`src/rtl/mips_multicycle_ctrl_pkg.sv`:
```
// Shared encodings for the multi-cycle MIPS control path:
// states, opcodes, functs, ALU/extender/mux select codes.
package mips_multicycle_ctrl_pkg;

  typedef enum logic [3:0] {
    S_IDLE,
    S_FETCH,
    S_DECODE,
    S_MEMADR,
    S_MEMRD,
    S_MEMWB,
    S_MEMWR,
    S_REX,
    S_ALUWB,
    S_IEX,
    S_BRANCH,
    S_JUMP,
    S_TRAP
  } state_e;

  typedef enum logic [2:0] {
    C_NONE,
    C_ADD,
    C_SUB,
    C_R,
    C_I
  } alu_cls_e;

  localparam logic [5:0] OP_R    = 6'h00;
  localparam logic [5:0] OP_J    = 6'h02;
  localparam logic [5:0] OP_BEQ  = 6'h04;
  localparam logic [5:0] OP_BNE  = 6'h05;
  localparam logic [5:0] OP_ADDI = 6'h08;
  localparam logic [5:0] OP_SLTI = 6'h0a;
  localparam logic [5:0] OP_ANDI = 6'h0c;
  localparam logic [5:0] OP_ORI  = 6'h0d;
  localparam logic [5:0] OP_LUI  = 6'h0f;
  localparam logic [5:0] OP_LW   = 6'h23;
  localparam logic [5:0] OP_SW   = 6'h2b;

  localparam logic [5:0] FN_ADD = 6'h20;
  localparam logic [5:0] FN_SUB = 6'h22;
  localparam logic [5:0] FN_AND = 6'h24;
  localparam logic [5:0] FN_OR  = 6'h25;
  localparam logic [5:0] FN_SLT = 6'h2a;

  localparam logic [3:0] ALU_AND = 4'b0000;
  localparam logic [3:0] ALU_OR  = 4'b0001;
  localparam logic [3:0] ALU_ADD = 4'b0010;
  localparam logic [3:0] ALU_SUB = 4'b0110;
  localparam logic [3:0] ALU_SLT = 4'b0111;

  localparam logic [1:0] EXT_SIGN  = 2'b00;
  localparam logic [1:0] EXT_ZERO  = 2'b01;
  localparam logic [1:0] EXT_UPPER = 2'b10;

  localparam logic [1:0] SRCB_RT   = 2'b00;
  localparam logic [1:0] SRCB_4    = 2'b01;
  localparam logic [1:0] SRCB_IMM  = 2'b10;
  localparam logic [1:0] SRCB_IMM2 = 2'b11;

  localparam logic [1:0] PCSRC_ALU = 2'b00;
  localparam logic [1:0] PCSRC_OUT = 2'b01;
  localparam logic [1:0] PCSRC_JMP = 2'b10;

  function automatic logic funct_ok(
    input logic [5:0] f
  );
    return (f == FN_ADD) || (f == FN_SUB) ||
           (f == FN_AND) || (f == FN_OR) ||
           (f == FN_SLT);
  endfunction

endpackage

```
`src/rtl/mips_multicycle_ctrl_alu_dec.sv`:
```
// ALU operation and immediate-extender mode decode
// from the current step class and the IR fields.
module mips_multicycle_ctrl_alu_dec
  import mips_multicycle_ctrl_pkg::*;
#(
  parameter int ALU_W = 4
) (
  input  alu_cls_e         i_cls,
  input  logic [5:0]       i_opcode,
  input  logic [5:0]       i_funct,
  output logic [ALU_W-1:0] o_alu_ctrl,
  output logic [1:0]       o_ext_mode
);

  logic [3:0] w_alu;
  logic [1:0] w_ext;

  always_comb begin
    w_alu = ALU_AND;
    w_ext = EXT_SIGN;
    unique case (1'b1)
      (i_cls == C_ADD): w_alu = ALU_ADD;
      (i_cls == C_SUB): w_alu = ALU_SUB;
      (i_cls == C_R): begin
        case (i_funct)
          FN_SUB:  w_alu = ALU_SUB;
          FN_AND:  w_alu = ALU_AND;
          FN_OR:   w_alu = ALU_OR;
          FN_SLT:  w_alu = ALU_SLT;
          default: w_alu = ALU_ADD;
        endcase
      end
      (i_cls == C_I): begin
        case (i_opcode)
          OP_SLTI: w_alu = ALU_SLT;
          OP_ANDI: begin
            w_alu = ALU_AND;
            w_ext = EXT_ZERO;
          end
          OP_ORI: begin
            w_alu = ALU_OR;
            w_ext = EXT_ZERO;
          end
          OP_LUI: begin
            w_alu = ALU_ADD;
            w_ext = EXT_UPPER;
          end
          default: w_alu = ALU_ADD;
        endcase
      end
      default: begin
        w_alu = ALU_AND;
        w_ext = EXT_SIGN;
      end
    endcase
  end

  assign o_alu_ctrl = ALU_W'(w_alu);
  assign o_ext_mode = w_ext;

endmodule

```
`src/rtl/mips_multicycle_ctrl.sv`:
```
// Multi-cycle MIPS control FSM: registered state,
// outputs decoded from state (plus IR fields, zero, mem_ready).
module mips_multicycle_ctrl
  import mips_multicycle_ctrl_pkg::*;
#(
  parameter int STATE_W = 4,
  parameter int ALU_W   = 4
) (
  input  logic               clk,
  input  logic               rst_n,
  input  logic [5:0]         opcode,
  input  logic [5:0]         funct,
  input  logic               zero,
  input  logic               mem_ready,
  output logic               mem_read,
  output logic               mem_write,
  output logic               iord,
  output logic               ir_write,
  output logic               pc_en,
  output logic [1:0]         pc_src,
  output logic               reg_write,
  output logic               reg_dst,
  output logic               mem_to_reg,
  output logic               alu_src_a,
  output logic [1:0]         alu_src_b,
  output logic [1:0]         ext_mode,
  output logic [ALU_W-1:0]   alu_ctrl,
  output logic               illegal,
  output logic [STATE_W-1:0] dbg_state
);

  state_e   r_state;
  state_e   w_next;
  logic     r_illegal;
  alu_cls_e w_cls;

  always_comb begin
    w_next = r_state;
    case (r_state)
      S_IDLE:   w_next = S_FETCH;
      S_FETCH:  if (mem_ready) w_next = S_DECODE;
      S_DECODE: begin
        case (opcode)
          OP_LW, OP_SW:    w_next = S_MEMADR;
          OP_R:            w_next = S_REX;
          OP_ADDI, OP_SLTI, OP_ANDI,
          OP_ORI, OP_LUI:  w_next = S_IEX;
          OP_BEQ, OP_BNE:  w_next = S_BRANCH;
          OP_J:            w_next = S_JUMP;
          default:         w_next = S_TRAP;
        endcase
      end
      S_MEMADR:
        w_next = (opcode == OP_SW) ? S_MEMWR : S_MEMRD;
      S_MEMRD:  if (mem_ready) w_next = S_MEMWB;
      S_MEMWR:  if (mem_ready) w_next = S_FETCH;
      S_REX:
        w_next = funct_ok(funct) ? S_ALUWB : S_TRAP;
      S_IEX:    w_next = S_ALUWB;
      S_MEMWB, S_ALUWB, S_BRANCH, S_JUMP:
        w_next = S_FETCH;
      S_TRAP:   w_next = S_TRAP;
      default:  w_next = S_IDLE;
    endcase
  end

  always_ff @(posedge clk or negedge rst_n) begin
    if (!rst_n) begin
      r_state   <= S_IDLE;
      r_illegal <= 1'b0;
    end else begin
      r_state <= w_next;
      if (w_next == S_TRAP) r_illegal <= 1'b1;
    end
  end

  always_comb begin
    mem_read   = 1'b0;
    mem_write  = 1'b0;
    iord       = 1'b0;
    ir_write   = 1'b0;
    pc_en      = 1'b0;
    pc_src     = PCSRC_ALU;
    reg_write  = 1'b0;
    reg_dst    = 1'b0;
    mem_to_reg = 1'b0;
    alu_src_a  = 1'b0;
    alu_src_b  = SRCB_RT;
    w_cls      = C_NONE;
    case (r_state)
      S_FETCH: begin
        mem_read  = 1'b1;
        alu_src_b = SRCB_4;
        w_cls     = C_ADD;
        ir_write  = mem_ready;
        pc_en     = mem_ready;
      end
      S_DECODE: begin
        alu_src_b = SRCB_IMM2;
        w_cls     = C_ADD;
      end
      S_MEMADR: begin
        alu_src_a = 1'b1;
        alu_src_b = SRCB_IMM;
        w_cls     = C_ADD;
      end
      S_MEMRD: begin
        mem_read = 1'b1;
        iord     = 1'b1;
      end
      S_MEMWB: begin
        reg_write  = 1'b1;
        mem_to_reg = 1'b1;
      end
      S_MEMWR: begin
        mem_write = 1'b1;
        iord      = 1'b1;
      end
      S_REX: begin
        alu_src_a = 1'b1;
        w_cls     = C_R;
      end
      S_IEX: begin
        alu_src_a = 1'b1;
        alu_src_b = SRCB_IMM;
        w_cls     = C_I;
      end
      S_ALUWB: begin
        reg_write = 1'b1;
        reg_dst   = (opcode == OP_R);
      end
      S_BRANCH: begin
        alu_src_a = 1'b1;
        w_cls     = C_SUB;
        pc_src    = PCSRC_OUT;
        pc_en     = (opcode == OP_BNE) ? ~zero : zero;
      end
      S_JUMP: begin
        pc_src = PCSRC_JMP;
        pc_en  = 1'b1;
      end
      default: ;
    endcase
  end

  mips_multicycle_ctrl_alu_dec #(
    .ALU_W(ALU_W)
  ) u_alu_dec (
    .i_cls      (w_cls),
    .i_opcode   (opcode),
    .i_funct    (funct),
    .o_alu_ctrl (alu_ctrl),
    .o_ext_mode (ext_mode)
  );

  assign illegal   = r_illegal;
  assign dbg_state = STATE_W'(r_state);

endmodule

```
`config.mk`:
```
export PLATFORM = sky130hd
export DESIGN_NAME = mips_multicycle_ctrl
export DESIGN_NICKNAME = d
export VERILOG_FILES = /design/src/rtl/mips_multicycle_ctrl_pkg.sv /design/src/rtl/mips_multicycle_ctrl_alu_dec.sv /design/src/rtl/mips_multicycle_ctrl.sv
export SDC_FILE = /design/constraint.sdc
export NUM_CORES = 1
export LEC_CHECK = 0
export ABC_CLOCK_PERIOD_IN_PS = 2500
export CAP_MARGIN = 20
export CORE_MARGIN = 5
export CORE_UTILIZATION = 41
export CTS_BUF_LIST = sky130_fd_sc_hd__clkbuf_16
export DETAILED_ROUTE_END_ITERATION = 8
export GPL_ROUTABILITY_DRIVEN = 0
export PLACE_DENSITY = 0.8
export SLEW_MARGIN = 20
export SYNTH_ARGS = -nofsm -noshare
export SYNTH_HDL_FRONTEND = slang
export SYNTH_HIERARCHICAL = 1
export SYNTH_SLANG_ARGS = --single-unit
```
`constraint.sdc`:
```
create_clock -name clk -period 2.5 [get_ports clk]
set_input_delay 0.375 -clock clk [delete_from_list [all_inputs] [get_ports clk]]
set_output_delay 0.375 -clock clk [all_outputs]
set_load 0.1 [all_outputs]
```
Word level (Yosys, flattened, before mapping). Index checks and enable logic that the tools add are counted.

Register bits: 5. Bits in latches: 0. Bits in writable memories: 0. Bits in read-only memories: 0. Input port bits: 16. Output and inout bits: 24. Memories: 0.

$add $sub $neg: 0. Multipliers: 0. Divide/modulo/power cells: 0. $lt $le $gt $ge: 0. Eq/ne operators: 32. Shift operators: 0. Muxes and demuxes: 25. Bitwise gates (word level): 1. Reduce and logical (&&, ||, !) cells: 17.

Operators with widths (count): $eq 6x6->1 const B (7); $pmux 4 s9 (1); $eq 6x4->1 const B (5); $eq 4x4->1 const B (6); $pmux 3 s4 (2); $pmux 4 s5 (1); $eq 4x3->1 const B (4); $pmux 4 s4 (1); $reduce_or 2->1 (7); $eq 6x3->1 const B (2); $mux 4 (3); $reduce_or 5->1 (2); $mux 1 (9); $pmux 3 s3 (1); $eq 4x2->1 const B (2); $pmux 2 s2 (2); $eq 3x2->1 const B (2); $eq 6x2->1 const B (1); $logic_not 6->1 (1); $pmux 2 s3 (1); $eq 4x1->1 const B (1); $logic_not 4->1 (1); $logic_or 1x1->1 (4); $mux 2 (2); 7 further kinds (7).

Depth between registers and ports, before layout.
Word-level depth: 8. Depth in mapped cells: 9. Mapped depth without buffers: 8.

Cells and area by module. The synthesis kept the hierarchy.

Modules (own cells, without submodules): mips_multicycle_ctrl (instances 1, cells each 102, area each 670.6 um^2); mips_multicycle_ctrl_alu_dec (instances 1, cells each 27, area each 177.7 um^2).

Worst setup path after synthesis. No wires, ideal clock.

Path kind: register -> output. Start point: register r_state[0], in the netlist dbg_state[0]. End point: output port reg_dst. Data arrival time: 4.270 ns. Required time: 2.125 ns. Slack: -2.145 ns. Stages on the path, launching flop included: 4. Path through: dfrtp_1 -> clkbuf_1 -> or3_1 -> nor4_1.

Longest elaborated chain between the ends: 2.

RTL lines: start: declaration (RTL line mips_multicycle_ctrl.sv:32) `state_e r_state;`; start signal: assignment (RTL line mips_multicycle_ctrl.sv:72) `r_state <= w_next;`; $eq 4x4->1 (RTL line mips_multicycle_ctrl.sv:90) `case (r_state)`; $mux 1 (RTL line mips_multicycle_ctrl.sv:90); end: declaration (RTL line mips_multicycle_ctrl.sv:22) `output logic reg_dst,`.

Every way passes these cells.

Final worst setup path.
Start point: register r_state[3], in the netlist dbg_state[3]. End point: output port alu_ctrl[0].

Longest elaborated chain between the ends: 5. Elaborated cells on any way between the ends: 13.

RTL lines: $eq 4x2->1 / $eq 4x1->1 (equally long branches) (RTL line mips_multicycle_ctrl.sv:90); $reduce_or 3->1 (no source line); $pmux 3 s4 * (RTL line mips_multicycle_ctrl.sv:90); via w_cls[1] (RTL line mips_multicycle_ctrl.sv:35) `alu_cls_e w_cls;`; $eq 3x3->1 (tied with other cells) (RTL line mips_multicycle_ctrl_alu_dec.sv:33) `(i_cls == C_I): begin`; $pmux 4 s4 * (RTL line mips_multicycle_ctrl_alu_dec.sv:21) `unique case (1'b1)`; end: declaration (RTL line mips_multicycle_ctrl.sv:27) `output logic [ALU_W-1:0] alu_ctrl,`.

The timed path passes the listed nets; every way through them passes the cells marked *.

==> results.py <==
metrics = {
    "worst_setup_path": {
        "slowest_stage": "dfrtp_4",
        "start_kind": "flip-flop",
        "critPathBufInv": 1,
        "crit_path_start": "dbg_state[3]",
        "worstPathArrival_ns": 2.06,
        "worstSetupPathDepth": 8,
        "rr_worst_depth": 5,
        "path_class": "flip-flop to output pin",
        "r2r-start": "dbg_state[2]",
        "slowest_delay_ns": 0.54,
        "worstPathRequired_ns": 2.12,
        "critical_path.max_fanout": 9,
        "crit_chain": "nor2_2 > nand2_1 > o21ai_2 > and2_4 > or2b_1 > nand2b_4 > o22ai_4 > buf_12",
        "end_kind": "output pin",
        "path_delay_family": "simple AND/OR/NAND/NOR gates",
    },
    "detailed_routing": {
        "wirelength_um": 3770,
        "drtIter0Drc": 54,
        "first_pass_iters": 4,
        "via_per_inst": 6.02,
        "ant_nets": 0,
        "wl_per_cell_um": 18.5,
        "vias": 1229,
        "drc": 0,
    },
    "logic_synthesis": {
        "synth_nets": 145,
        "ys.flop_type": "dfrtp_1",
        "ys_types": 44,
        "async_reset_ff_share_pct": 100,
        "synthCells": 129,
        "avgSynthCellArea_um2": 6.58,
        "yosysWarnings": 6,
        "synth_edf_count": 0,
        "synth_seq_cells": 5,
        "yosysSeqAreaShare_pct": 14.7,
        "syn-cell-area_um2": 848,
    },
    "sta": {
        "fin_crit_ns": 2.43,
        "hold_viol": 0,
        "slew_viol_final": 0,
        "fin_skew_ns": 0.00473,
        "rsz0062_at_grt": "no",
        "setup_viol": 0,
        "worst_slack_ns": 0.0681,
        "fmaxAchievable_mhz": 411,
        "post-route-period-util_pct": 97.3,
    },
    "layout": {
        "drive_above_1_share_pct": 44.6,
        "final_nets": 194,
        "insertedDiodeCount": 0,
        "final_area_um2": 1710,
        "post-route-util_pct": 87.1,
        "regArea_um2": 140,
        "nFillCells": 107,
        "layout.cells.non_filler": 204,
        "syn_to_final_growth_pct": 101,
        "multi_input_area_um2": 817,
    },
    "placement": {
        "dp.cells": 194,
        "placed_area_um2": 1580,
        "dp_hpwl_um": 2480,
        "dp_slack_ns": 0.177,
        "portBuffers": 38,
    },
    "global_route": {
        "overflow": 0,
        "antenna_found_initial": 0,
        "grt_pass1_vias": 1318,
        "grt_pass1_wl_um": 6380,
        "grt_max_degree": 14,
        "track_usage_pct": 25.8,
    },
    "die": {
        "ioPinCount": 40,
        "rows": 16,
        "core_area_um2": 1960,
        "die-width_um": 55.5,
        "fp.dieH_um": 55.5,
        "dieArea_um2": 3080,
        "start_util_pct": 43.2,
    },
    "cts": {
        "cts_hold_buf": 0,
        "clock-root-buffer": "clkbuf_16",
        "clkTransAtPathRegs_ns": 0.04,
        "clock-sinks": 5,
        "cts-htree-levels": 1,
        "cts_tree": "done",
        "clock_path_buffers": 2,
        "cts_made_buffers": 3,
        "worst_skew_pair.late_latency_ns": 0.23,
    },
    "run_status": {
        "status": "completed",
    },
    "worst_hold_path": {
        "hold_class": "input pin to asynchronous set/reset pin",
    },
    "run": {
        "cap_violations": 0,
    },
}
-- cells by family (layout without fill, tap and decap cells) --
logic type | Yosys count | count (layout) | share of synthesized area, %
flip-flops | 5 | 5 | 14.7
multiplexers | 2 | 2 | 2.36
XOR/XNOR | 2 | 2 | 2.07
AND/OR/NAND/NOR | 67 | 67 | 44.4
AO/OA/AOI/OAI | 36 | 36 | 27.0
buffers and inverters | 15 | 63 | 7.82
other | 1 | 1 | 0.442
adder cells (fa/ha/maj) | 1 | 1 | 1.18
-- Yosys cell counts (all sizes together) (4+ instances only) --
cell / number / share of area (%)
nand2b: 4 / 2.9
buf: 5 / 3.4
a31oi: 5 / 3.7
inv: 7 / 3.1
nor3: 6 / 4.9
a21oi: 9 / 5.3
o21ai: 9 / 5.3
nor3b: 4 / 4.7
nand3: 5 / 4.1
nor2: 21 / 9.6
nand2: 13 / 5.8
dfrtp: 5 / 15
-- metal layers --
layer / vias to the layer above / wire, µm / GRT usage, %
li1: 559 / - / -
met1: 569 / 1360 / 27.8
met2: 79 / 1930 / 44.6
met3: 22 / 271 / 6.06
met4: 0 / 214 / 16.3
met5: - / 0 / 0
-- cell type report --
class | count | share of cell area [%]
multi-input cells | 109 | 47.8
flip-flops and latches | 5 | 8.20
repair buffers | 52 | 35.9
well taps | 27 | 1.98
clock buffers | 3 | 4.39
clock inverters | 1 | 0.220
inverters | 7 | 1.54
-- registers in the layout, indices dropped and copies added (netlist names) --
name and count:
illegal 1, dbg_state 4
-- timing repair --
action | 4_1_cts | 5_1_grt
setup endpoints to repair | 2 | 3
setup buffers | 5 | 1
resized for setup | 0 | 3
-- layout by cell type, fill, tap and decap left out, drive strengths merged, types with 5 or more instances in the layout --
cell type      instances
nor2                  21
buf                   37
dfrtp                  5
nor3                   6
a31oi                  5
nand3                  5
o21ai                  9
nand2                 13
a21oi                  9
clkdlybuf4s50         15
inv                    8
-- per-stage QoR --
stage / setup TNS, ns / hold WS (ns)
6_report: 0 / 0.374
5_1_grt: 0 / 0.391
4_1_cts: 0 / 0.377
3_5_place_dp: 0 / 0.452
3_3_place_gp: 0 / 0.445
2_1_floorplan: -1.09 / 0.0794
-- path summary, 6_finish.rpt --
path / slack [ns] / endpoint
setup / recovery: 0.07 / alu_ctrl[0]
hold / removal: 0.37 / dbg_state[0]
setup reg to reg: 0.72 / dbg_state[1]
hold reg to reg: 0.47 / illegal
max in group asynchronous: 1.90 / dbg_state[2]
min in group clk: 0.47 / illegal
Power is left out: the tool's default activity adds up to more than one toggle a clock period on the data nets, which glitch-free logic cannot reach.
==> variant, RTL diff (config.mk and constraints unchanged) <==
`STATE_W`: 4 -> 6.
--- a/src/rtl/mips_multicycle_ctrl.sv
+++ b/src/rtl/mips_multicycle_ctrl.sv
@@ -3,7 +3,7 @@
 module mips_multicycle_ctrl
   import mips_multicycle_ctrl_pkg::*;
 #(
-  parameter int STATE_W = 4,
+  parameter int STATE_W = 6,
   parameter int ALU_W   = 4
 ) (
   input  logic               clk,
Ports: changed (resized dbg_state); port bits go from 40 to 42. The function was not compared with the original's and may differ.
==> variant against the unedited design <==
Synthesized area grew 2.2%; cell area grew 2.5%; sequential share of layout area shrank 0.20 points; count of clock-buffer cells in the layout is the same; sequential cell count is the same; wire length grew 15%; via count grew 6.8%; setup slack lost 0.057 ns; largest cell class unchanged; highest routed layer unchanged.
Power is not shown: default switching activity piles up to over one toggle a cycle in this logic, so the estimate is an artifact.
==> variant: results (changes against the unedited design) <==
run status=finished, final reports clean; Hold WC Path Type=in -> async; capturing point of the worst reg2reg path=illegal$_DFFE_PN0N_; launch instance of the worst register-to-register path=r_state[0]$_DFF_PN0_; wire length the detailed router placed on met1=1588 µm (+17%); top register by number of flip-flops=r_state; detailed-route wire length=4319 µm (+15%); hpwl dp=2587 µm (+4.4%); met3 routed wirelength=444 µm (+64%); ys async rst share=100.0% (unchanged); worst slack, placed=0.1425 ns (-0.03415 ns); met2 wire length=2131 µm (+11%); antenna violations before repair=0 (unchanged); critical-path maximum fanout=8 (-1); ratio of cells with drive above 1 in the final layout=44.57% (-0.068 points); via/cell ratio=6.218 (+3.2%); global router's overall resource usage=26.05% (+0.29 points); hold slack=0.3604 ns (-0.01312 ns); CP startpoint=r_state[2]$_DFF_PN0_; latest clock arrival within the worst-skew pair=0.23 ns (about the same); global-route wire length before repair=6520 µm (+2.2%); Iteration-0 DRC Markers=106 (+96%); Reg2Reg Depth=7 (+2); maximum clock skew at final layout=0.003023 ns (-0.001711 ns); Register-to-Register Setup Slack=0.67 ns (-0.05 ns); layout net count=201 (+3.6%); delay of the slowest cell on the worst path=0.45 ns (-0.09 ns); share of synthesized area occupied by flip-flops and latches=14.43% (-0.32 points); main area contributors after synthesis=sky130_fd_sc_hd__dfrtp_1 14%, sky130_fd_sc_hd__nor2_1 8.7%, sky130_fd_sc_hd__nand2_1 5.6%, sky130_fd_sc_hd__a21oi_1 5.2%, sky130_fd_sc_hd__o21ai_0 4.6%; H-Tree Level Count=1 (unchanged); number of filler cells placed in the layout=75 (-30%)
==> variant: metrics by stage <==
stage / setup TNS, ns / utilization (%) / cell area, µm² / instances
final: 0 / 88.38 / 1752 / 211
after global routing: -0.1051 / 88.38 / 1752 / 211
after CTS: 0 / 86.24 / 1709 / 206
after detailed placement: 0 / 80.24 / 1590 / 197
after global placement: 0 / 80.24 / 1590 / 197
after floorplan: -1.092 / - / 1057 / 133
==> variant: area by class of cell <==
cell class	instances	area share, %
Sequential cell	5	8.000
Timing Repair Buffer	57	37.29
Inverter	7	1.500
Clock inverter	1	0.2143
Multi-Input combinational cell	111	46.79
Clock buffer	3	4.286
Tap cell	27	1.929
==> variant: worst max path at each step <==
stage / cells after the start / to / slack [ns]
finish: 9 / alu_ctrl[0] / 0.01
global route: 9 / alu_ctrl[0] / -0.06
CTS: 7 / alu_ctrl[0] / 0.005
detailed placement: 7 / pc_en / 0.14
global placement: 7 / pc_en / 0.19
floorplan: 7 / ext_mode[0] / -0.19
==> variant: cell families after synthesis <==
| kind of cell | Yosys count | synth area share [%] |
|---|---|---|
| AND/OR/NAND/NOR | 67 | 43.43 |
| XOR/XNOR | 2 | 2.021 |
| buffers and inverters | 17 | 9.379 |
| other | 2 | 0.8661 |
| multiplexers | 2 | 2.309 |
| adder cells (fa/ha/maj) | 1 | 1.154 |
| AO/OA/AOI/OAI | 36 | 26.41 |
| flip-flops | 5 | 14.43 |
==> variant: timing repair <==
item                                    4_1_cts  5_1_grt
endpoints found under the setup margin        2        2
setup buffers                                 5        5
resized for setup                             1        1
pin swaps                                     1        0
cloned                                        0        0
==> variant: metal layers <==
metal  up-vias  track usage, %
met3        20           6.032
met1       620           31.85
met2        97           42.90
met4         0           11.86
met5         -               0
li1        575               -
